<file path="src/rtl/dispatch_queue_if.sv">
// Decoder-side and dispatch-side handshake bundle for dispatch_queue.
// The slave modport is the queue. The master modport is the decoder, the RS and the ROB side.
interface dispatch_queue_if #(
  parameter int NUM_FU   = 4,
  parameter int FU_IDX_W = 3,
  parameter int ENTRY_W  = 128
);
  logic                in_valid;
  logic                in_ready;
  logic [FU_IDX_W-1:0] in_fu;
  logic [ENTRY_W-1:0]  in_payload;
  logic [NUM_FU-1:0]   rs_full;
  logic                rob_full;
  logic                out_valid;
  logic [FU_IDX_W-1:0] out_fu;
  logic [ENTRY_W-1:0]  out_payload;
  logic [NUM_FU-1:0]   rs_load;
  logic                rob_alloc;

  modport slave (
    input  in_valid, in_fu, in_payload, rs_full, rob_full,
    output in_ready, out_valid, out_fu, out_payload, rs_load, rob_alloc
  );

  modport master (
    output in_valid, in_fu, in_payload, rs_full, rob_full,
    input  in_ready, out_valid, out_fu, out_payload, rs_load, rob_alloc
  );
endinterface

</file>
<file path="src/rtl/dispatch_queue.sv">
// In-order DEPTH-entry dispatch queue between the decoder and NUM_FU reservation stations.
// It dispatches at most one head entry per cycle and counts the cycles in which the head is blocked.
module dispatch_queue #(
  parameter int DEPTH    = 8,
  parameter int NUM_FU   = 4,
  parameter int FU_IDX_W = 3,
  parameter int ENTRY_W  = 128,
  parameter int CNT_W    = 16
) (
  input  logic                   clk,
  input  logic                   reset,
  dispatch_queue_if.slave        dq,
  input  logic                   flush,
  output logic                   stall,
  output logic [$clog2(DEPTH):0] count,
  output logic [CNT_W-1:0]       blocked_cycles
);
  localparam int PTR_W = $clog2(DEPTH);

  logic [ENTRY_W-1:0]  payload_mem [DEPTH];
  logic [FU_IDX_W-1:0] fu_mem      [DEPTH];
  logic [PTR_W-1:0]    head;
  logic [PTR_W-1:0]    tail;
  logic                full;
  logic                in_ready_c;
  logic                out_valid_c;
  logic                enq;
  logic                rs_ok;
  logic                fire;
  logic [NUM_FU-1:0]   rs_load_c;

  assign full        = (count == (PTR_W+1)'(DEPTH));
  assign in_ready_c  = !full && !flush;
  assign out_valid_c = (count != '0);
  assign enq         = dq.in_valid && in_ready_c;

  // An FU index outside the RS range is a ROB-only entry, so no RS can hold it back.
  always_comb begin
    rs_ok     = 1'b1;
    rs_load_c = '0;
    for (int i = 0; i < NUM_FU; i++) begin
      if (fu_mem[head] == FU_IDX_W'(i)) rs_ok = !dq.rs_full[i];
    end
    fire = out_valid_c && !flush && !dq.rob_full && rs_ok;
    for (int i = 0; i < NUM_FU; i++) begin
      if (fire && fu_mem[head] == FU_IDX_W'(i)) rs_load_c[i] = 1'b1;
    end
  end

  assign dq.in_ready    = in_ready_c;
  assign dq.out_valid   = out_valid_c;
  assign dq.out_fu      = fu_mem[head];
  assign dq.out_payload = payload_mem[head];
  assign dq.rs_load     = rs_load_c;
  assign dq.rob_alloc   = fire;
  assign stall          = !in_ready_c;

  // Payload storage is deliberately left out of reset.
  always_ff @(posedge clk) begin
    if (enq) begin
      payload_mem[tail] <= dq.in_payload;
      fu_mem[tail]      <= dq.in_fu;
    end
  end

  always_ff @(posedge clk or negedge reset) begin
    if (!reset) begin
      head           <= '0;
      tail           <= '0;
      count          <= '0;
      blocked_cycles <= '0;
    end else begin
      if (out_valid_c && !fire && !flush && blocked_cycles != '1)
        blocked_cycles <= blocked_cycles + 1'b1;
      if (flush) begin
        head  <= '0;
        tail  <= '0;
        count <= '0;
      end else begin
        if (enq)  tail <= tail + 1'b1;
        if (fire) head <= head + 1'b1;
        if (enq && !fire)      count <= count + 1'b1;
        else if (fire && !enq) count <= count - 1'b1;
      end
    end
  end
endmodule

</file>
<file path="src/flat_wrapper.sv">
// flat-port wrapper written by rule: the top's interface ports become plain ports
module dispatch_queue_flat 
#(
  parameter int DEPTH    = 8,
  parameter int NUM_FU   = 4,
  parameter int FU_IDX_W = 3,
  parameter int ENTRY_W  = 128,
  parameter int CNT_W    = 16
)
  (clk, reset, flush, stall, count, blocked_cycles, dq_in_valid, dq_in_fu, dq_in_payload, dq_rs_full, dq_rob_full, dq_in_ready, dq_out_valid, dq_out_fu, dq_out_payload, dq_rs_load, dq_rob_alloc);
  dispatch_queue_if #(.NUM_FU(NUM_FU), .FU_IDX_W(FU_IDX_W), .ENTRY_W(ENTRY_W)) dq_i ();
  input  logic clk;
  input  logic reset;
  input  logic flush;
  output logic stall;
  output logic [$clog2(DEPTH):0] count;
  output logic [CNT_W-1:0] blocked_cycles;
  input wire logic [$bits(dq_i.in_valid)-1:0] dq_in_valid;
  input wire logic [$bits(dq_i.in_fu)-1:0] dq_in_fu;
  input wire logic [$bits(dq_i.in_payload)-1:0] dq_in_payload;
  input wire logic [$bits(dq_i.rs_full)-1:0] dq_rs_full;
  input wire logic [$bits(dq_i.rob_full)-1:0] dq_rob_full;
  output wire logic [$bits(dq_i.in_ready)-1:0] dq_in_ready;
  output wire logic [$bits(dq_i.out_valid)-1:0] dq_out_valid;
  output wire logic [$bits(dq_i.out_fu)-1:0] dq_out_fu;
  output wire logic [$bits(dq_i.out_payload)-1:0] dq_out_payload;
  output wire logic [$bits(dq_i.rs_load)-1:0] dq_rs_load;
  output wire logic [$bits(dq_i.rob_alloc)-1:0] dq_rob_alloc;
  assign dq_i.in_valid = dq_in_valid;
  assign dq_i.in_fu = dq_in_fu;
  assign dq_i.in_payload = dq_in_payload;
  assign dq_i.rs_full = dq_rs_full;
  assign dq_i.rob_full = dq_rob_full;
  assign dq_in_ready = dq_i.in_ready;
  assign dq_out_valid = dq_i.out_valid;
  assign dq_out_fu = dq_i.out_fu;
  assign dq_out_payload = dq_i.out_payload;
  assign dq_rs_load = dq_i.rs_load;
  assign dq_rob_alloc = dq_i.rob_alloc;
  dispatch_queue #(.DEPTH(DEPTH), .NUM_FU(NUM_FU), .FU_IDX_W(FU_IDX_W), .ENTRY_W(ENTRY_W), .CNT_W(CNT_W)) u_core (.clk(clk), .reset(reset), .dq(dq_i), .flush(flush), .stall(stall), .count(count), .blocked_cycles(blocked_cycles));
endmodule
</file>
<file path="config.mk">
export PLATFORM = sky130hd
export DESIGN_NAME = dispatch_queue_flat
export DESIGN_NICKNAME = d
export VERILOG_FILES = /design/src/rtl/dispatch_queue_if.sv /design/src/rtl/dispatch_queue.sv /design/src/flat_wrapper.sv
export SDC_FILE = /design/constraint.sdc
export NUM_CORES = 1
export LEC_CHECK = 0
export CAP_MARGIN = 40
export CORE_MARGIN = 4
export CORE_UTILIZATION = 60
export DETAILED_ROUTE_END_ITERATION = 10
export DONT_BUFFER_PORTS = 1
export PLACE_DENSITY_LB_ADDON = 0.3
export RECOVER_POWER = 100
export SYNTH_ARGS = -nofsm -noshare
export SYNTH_HDL_FRONTEND = slang
export SYNTH_SLANG_ARGS = --single-unit
export TNS_END_PERCENT = 10
</file>
<file path="constraint.sdc">
create_clock -name clk -period 21 [get_ports clk]
set_input_delay 3.15 -clock clk [delete_from_list [all_inputs] [get_ports clk]]
set_output_delay 3.15 -clock clk [all_outputs]
set_load 0.01 [all_outputs]
</file>
==> results.md, run 1 <==
* F_max at 0.0805 GHz
* I/O Pins at around 300
* Main combinational cell family by area after synthesis: multiplexers
* PortBufs at 0
* Post-synthesis mux area share at 0.184
* Setup violations, final at 0
* Synth area leader: edfxtp_1
* Routed vias/inst at approximately 6.4
* Most frequent cells in the layout: edfxtp_1 (1,048), mux4_2 (262), mux2_1 (126)
* Post-Syn Instances at ~1.7k
* Tot GR Track Use at 0.218
* Synth-to-Final Area Change at 10.3%
* Estimated wirelength of the detail-placed design at 41,100 um
* Hold crit path type: reg2reg
* Pin count of the biggest net entering global routing at between 100 and 150
* First-pass GRT wire length at roughly 120,000 um
* Place WS at around 13 ns
* Total grt overflow at 0
* Nets at around 1.9k
* Filler cells at roughly 4.1k
* Post-synthesis compound-gate area fraction at 0.00212
* CTS resizes at 0
* Chip Height at roughly 270 um
* Post-Synth Adder-Cell Area at 0.00203
* Reg clk slew, reported paths at about 0.06 ns
* Post-synth cell types at 39
* Synth warn at 0
* Die Area at about 72,000 sq um
* Initial Util at 0.605
* P_leak at about 14 nW
* Synth top area share at 0.773
* H-tree Lvls at 3
* Final setup margin at between 8 and 9 ns
* Routed vias at between 15k and 20k
* Worst rel slew slack at -5.61
* Worst-Skew Late Latency at 0.66 ns
* Share of post-route cells with drive strength above 1 at 0.230
* Total power at ~4.6 mW
* Worst EP required at roughly 18 ns
* RePlAce Congestion at 0.787
* Die X at about 270 um
* Net Sw Frac at 0.222
* Min Tclk post-route at 12.42 ns
* Hold Buf Count CTS at 0
* Worst-path maximum fanout at 32
* Core Area at 67,300 sq um
* Internal power at approximately 3.6 mW
* Worst slew pin tran at 9.92 ns
* Cell Chain, Critical Path: clkbuf_1 -> clkbuf_1 -> clkbuf_1 -> buf_4 -> buf_12 -> buf_4 -> mux4_2 -> mux2_1
* VDD IR-drop max at approximately 94 uV
* Cell Area, Synth at 40,700 sq um
* Number of post-CTS setup repair buffers at 0
* Register area share after synthesis at 0.789
* 1st-pass router iterations at 5
* Commonest non-fill, non-tap cell in the layout: edfxtp_1
* Sequential share of power at 0.536
* Setup tns final at 0 ns
* DRT antenna net count at 0
* Max-cap violations at 19
* Iter 0 DRT Violations at ~1.5k
* Wire per inst at around 29 um
* Buf/Inv on CP at 6
* Cell mode on critical path: clkbuf_1
* Xor and xnor area share after synthesis at 0.00366
* WP data arrival at 9.27 ns
* CP peak stage delay at between 1.5 and 2 ns
* Non-Filler Instances at ~2.7k
* Number of global-route vias before repair at 18.0k
* Tcrit/Tclk final at 0.592
* Routed WL at ~78,000 um
* Clk sinks at 1,074
* Crit Path Class: reg2out
* Status: finished with violations
* DRC violations left at 0
* CTS Buf Count at between 100 and 150
* Initial antenna violation count at 0
* RSZ-0062 raised after global routing: false
* Top post-synthesis cells by area: edfxtp_1 (77%), mux4_2 (14%), mux2_2 (3.6%), dfrtp_1 (1.6%), clkbuf_1 (0.48%)
* Syn nets at around 1.8k
* Combinational share of power at 0.096
* Post-synthesis register bit count at about 1.1k
* Max clock buf depth at 3
* CP max stage cell: clkbuf_1
* Simple-gate area share of the yosys netlist at 0.0112
* TritonCTS clock tree: yes
* Delay-heaviest family, CP: buffers and inverters
* CP endpoint kind: primary output
* Number of inserted diodes at 0
* Hold_ws at about 0.56 ns
* Placed cells at approximately 2.5k
* Power Density at between 100 and 150 nW/um^2
* Final hold vios at 0
* Mapped Avg Cell Area at 24.2 sq um
* Worst Clk Skew at between 0.015 and 0.02 ns
* Number of cell rows at 95
* Violated checks: capacitance limit, slew limit
* Slew Limit Fails at approximately 1.1k
* Clock Tree Root: clkbuf_16
* Clk pwr share at 0.368
* Startpoint Class: flop
* Net Switching at about 1.0 mW
-- worst register-to-register path, delay by kind of cell, from the launching register on --
family	cells	cell delay (ns)
AO/OA/AOI/OAI	1	0.37
flip-flops	1	0.49
buffers and inverters	1	6.89
AND/OR/NAND/NOR	4	1.01
-- Yosys cell counts, drive strengths merged --
library cell and n:
buf 29, and2 2, nand4 7, fa 1
nor2 10, nand2b 5, a21o 2, a21oi 4
mux4 262, nand2 13, or3 2, a21bo 1
xor2 15, clkbuf 52, nor3 15, and3 3
dfrtp 26, mux2i 5, nand3b 5, o22ai 2
ha 5, mux2 136, o21ai 1, a211oi 1
nor4 6, nand3 6, nor4b 3, xnor2 2
and4 2, inv 6, edfxtp 1048, nor3b 2
nor2b 2
-- sequential cells by signal (all words and copies together) (netlist names) --
register               flops
u_core.payload_mem      1024
u_core.fu_mem             24
u_core.blocked_cycles     16
u_core.count               4
u_core.head                3
u_core.tail                3
-- kinds of logic (layout without fill, tap and decap cells) --
kind of cell / after synthesis / count (layout)
buffers and inverters: 87 / 228
adders and majority gates: 6 / 6
and+or+nand+nor: 83 / 83
AOI/OAI and AO/OA: 11 / 11
muxes: 403 / 403
DFF: 1074 / 1074
xor gates and xnor gates: 17 / 17
-- layout make-up --
cell class,instances,area (sq um),share of cell area
clock inverter,54,397,0.00883
multi-input combinational,520,8250,0.184
sequential,1074,32100,0.715
timing repair buffer,38,320,0.00713
clock buffer,130,2720,0.0606
tap,873,1090,0.0243
inverter,6,22.5,0.000501
-- routing by layer --
metal  vias to the layer above  part of all wire  global-route usage  wire (um)
met5                         -                 0                   0          0
met4                         0             0.021              0.0606       1660
met3                       110             0.075              0.0629       5890
met2                       522              0.52               0.365      40800
met1                      9280              0.38               0.288      29900
li1                       7257                 -                   -          -
-- power by group through the flow --
stage          sequential [mW]  combinational (mW)  clock, mW
2_1_floorplan             2.51               0.365          0
3_3_place_gp              2.51               0.439          0
3_5_place_dp              2.50               0.468          0
4_1_cts                   2.46               0.472       1.73
5_1_grt                   2.48               0.480       1.83
6_report                  2.47               0.443       1.70
-- worst paths after layout --
| kind | end | slack (ns) | cells past startpoint | from |
|---|---|---|---|---|
| min | u_core.blocked_cycles[10] | 0.56 | 1 | u_core.blocked_cycles[10] |
| max in group asynchronous | u_core.head[2] | 18.72 | 0 | reset |
| max reg2reg | u_core.payload_mem[3][38] | 11.39 | 6 | u_core.count[1] |
| min reg2reg | u_core.blocked_cycles[10] | 0.56 | 1 | u_core.blocked_cycles[10] |
| max | dq_out_payload[87] | 8.58 | 8 | u_core.head[0] |
| min in group asynchronous | u_core.tail[1] | 2.19 | 0 | reset |
-- metrics by stage --
step / instance area [sq um] / utilization
after floorplan: 40700 / -
after global placement: 41800 / 0.621
after detailed placement: 42200 / 0.627
after CTS: 45300 / 0.673
after global routing: 44900 / 0.668
final: 44900 / 0.668
No activity file was read; power rests on OpenSTA's default activity.
==> inputs of run 2 (changes only) <==
Settings changed: CORE_UTILIZATION 60 to 57.
Clock period 21 ns to 11.2 ns, I/O delays scaled along.
==> run 2 against run 1 <==
Against the previous run: the run still ends with capacitance limit, slew limit left; global-route usage is 0.57 points lower; setup slack got worse by 5.8 ns; die area increased by 5.1%; critical path type is now in2reg; largest power group unchanged; highest routed layer unchanged.
==> results.md, run 2 (synthesis results as in run 1) <==
* Violated checks: capacitance limit, slew limit
* TritonCTS clock tree: yes
* Worst R2R Path Depth at 8 (+2)
* DRC violations left at 0 (unchanged)
* Place WS at 5.28 ns (-7.75 ns)
* Routed vias at 17.4k (+1.1%)
* Chip Height at 275 um (+2.5%)
* CP peak stage delay at 2.57 ns (+0.61 ns)
* Total grt overflow at 0 (unchanged)
* CP max stage cell: clkbuf_1
* RSZ-0062 raised after global routing: false
* Routed WL at 79,600 um (+1.7%)
* Clk sinks at 1,074 (unchanged)
* Die Area at 75,800 sq um (+5.1%)
* RePlAce Congestion at 0.799 (+1.4%)
* H-tree Lvls at 3 (unchanged)
* Power Density at 199 nW/um^2 (+94%)
* Worst rel slew slack at -3.86 (+1.75)
* WP data arrival at 8.66 ns (-0.61 ns)
* Worst-path maximum fanout at 46 (+44%)
* Number of post-CTS setup repair buffers at 0 (unchanged)
* CTS resizes at 0 (unchanged)
* Met3 usage at 0.0600 (-0.00289)
* F_max at ~0.12 GHz
* Min Tclk post-route at 8.43 ns
* Cell Chain, Critical Path: a21oi_1 -> and2_0 -> nand2_1 -> nor3_1 -> clkbuf_1 -> clkbuf_1 -> clkbuf_1
* Commonest non-fill, non-tap cell in the layout: edfxtp_1
* Status: finished with violations
* Initial antenna violation count at 0 (unchanged)
* Routed vias/inst at 6.24 (-2.1%)
* Most frequent cells in the layout: edfxtp_1 (1,048), mux4_2 (262), mux2_1 (128)
* Final hold vios at 0 (unchanged)
* Initial Util at 0.578 (-0.0268)
* Number of inserted diodes at 0 (unchanged)
* Estimated wirelength of the detail-placed design at 43,400 um (+5.6%)
* Min-delay src: u_core.blocked_cycles[10]
* Synth-to-Final Area Change at 11.7%
* Core Area at 70,400 sq um (+4.6%)
* Register with the most flip-flops: u_core.payload_mem
* Nets at 1,899 (+0.48%)
* VDD IR-drop max at 158 uV (+68%)
* Largest register FFs at 1,024 (unchanged)
* Reg clk slew, reported paths at 0.06 ns (about the same)
* Hold crit path type: reg2reg
* Reg2reg end: u_core.payload_mem[1][78]
* Number of cell rows at 97 (+2.1%)
* Hold Buf Count CTS at 0 (unchanged)
* Worst Clk Skew at 0.0185 ns (+0.00292 ns)
* Die X at 275 um (+2.5%)
* Worst r2r src: u_core.count[0]
* Worst R2R Setup Slack at 3.22 ns (-8.17 ns)
* GR Util met2 at 0.358 (-0.00711)
* DRT antenna net count at 0 (unchanged)
* Tcrit/Tclk final at 0.753
* Hold worst-path end: u_core.blocked_cycles[10]
* Global Route met1 Usage at 0.280 (-0.00768)
* Worst-Skew Late Latency at 0.66 ns (about the same)
* Crit Path Class: in2reg
* Clock Tree Root: clkbuf_16
* PortBufs at 0 (unchanged)
* CP endpoint kind: flop
* Cell mode on critical path: clkbuf_1
* Final setup margin at 2.77 ns (-5.81 ns)
* Iter 0 DRT Violations at 1,565 (+5.2%)
* Setup violations, final at 0 (unchanged)
* CTS Buf Count at 107 (+2.9%)
* GR peak layer: met2
* Worst EP required at 11.42 ns (-6.43 ns)
* Pin count of the biggest net entering global routing at 147 (+11%)
* Top Registers: u_core.payload_mem: 1024 flops, u_core.fu_mem: 24 flops, u_core.blocked_cycles: 16 flops
* Max clock buf depth at 3 (unchanged)
* Share of post-route cells with drive strength above 1 at 0.243 (+0.0130)
* Slew Limit Fails at 1,039 (-9.5%)
* Tot GR Track Use at 0.213 (-0.00573)
* Startpoint Class: input port
* Number of global-route vias before repair at 18.4k (+2.0%)
* First-pass GRT wire length at 119,000 um (+2.5%)
* 1st-pass router iterations at 7 (+2)
* Hold_ws at 0.562 ns (+0.00630 ns)
* WHS Path Cells at 1 (unchanged)
* Wire per inst at 28.6 um (-1.5%)
* Worst slew pin tran at 7.29 ns (-2.63 ns)
* I/O Pins at 299 (unchanged)
* Max-cap violations at 28 (+9)
* P_leak at 13.9 nW (+1.7%)
run 2: cell types whose count changed in the layout (fill, tap and decap cells not counted), moves of 4 or more:
| cell | previous run | this run |
|---|---|---|
| bufinv_16 | 2 | 15 |
| clkinv_1 | 29 | 19 |
| clkinv_2 | 15 | 25 |
| clkinvlp_4 | 2 | 9 |
| buf_4 | 7 | 3 |
| clkbuf_16 | 105 | 109 |
run 2: per-layer routing:
| metal | vias up | share of wire | routed length (um) |
|---|---|---|---|
| li1 | 7313 | - | - |
| met1 | 9407 | 0.39 | 31300 |
| met2 | 525 | 0.52 | 41100 |
| met3 | 114 | 0.070 | 5550 |
| met4 | 0 | 0.020 | 1610 |
| met5 | - | 0 | 0 |
run 2: cell type report:
class / count / area, sq um
flip-flops and latches: 1074 / 32100
fillers: 4460 / 24900
multi-input cells: 520 / 8240
clock buffers: 122 / 2780
well taps: 940 / 1180
clock inverters: 78 / 871
repair buffers: 44 / 279
inverters: 6 / 22.5
run 2: per-stage QoR:
stage	total power [mW]	utilization	instances	area, sq um	TNS [ns]
4_1_cts	9.20	0.652	2784	45900	0
5_1_grt	9.41	0.646	2784	45500	0
3_3_place_gp	5.53	0.596	2573	41900	0
6_report	9.07	0.646	2784	45500	0
2_1_floorplan	5.38	-	1681	40700	-2092.13
3_5_place_dp	5.56	0.600	2584	42200	0
run 2: worst max-delay path: cells and delay by family:
| family | cells | cell delay, ns |
|---|---|---|
| AOI/OAI and AO/OA | 1 | 0.42 |
| and+or+nand+nor | 3 | 0.92 |
| buffers and inverters | 3 | 5.58 |
run 2: power by group:
group | leakage (nW) | switching (mW) | total, mW | internal, mW
clock network | 1.78 | 1.50 | 3.64 | 2.14
registers | 9.81 | 0.0702 | 4.62 | 4.55
logic | 2.33 | 0.432 | 0.813 | 0.381
run 2: worst max-delay path by stage:
stage	from	to	slack (ns)	depth (start not counted)
after floorplan	flush	u_core.fu_mem[4][0]	-5.55	4
final	flush	u_core.payload_mem[1][78]	2.77	7
after global routing	flush	u_core.payload_mem[1][78]	2.19	7
after global placement	u_core.head[0]	dq_rs_load[2]	4.97	7
after CTS	u_core.head[0]	dq_rs_load[1]	4.56	7
after detailed placement	u_core.head[0]	dq_rs_load[2]	5.28	7
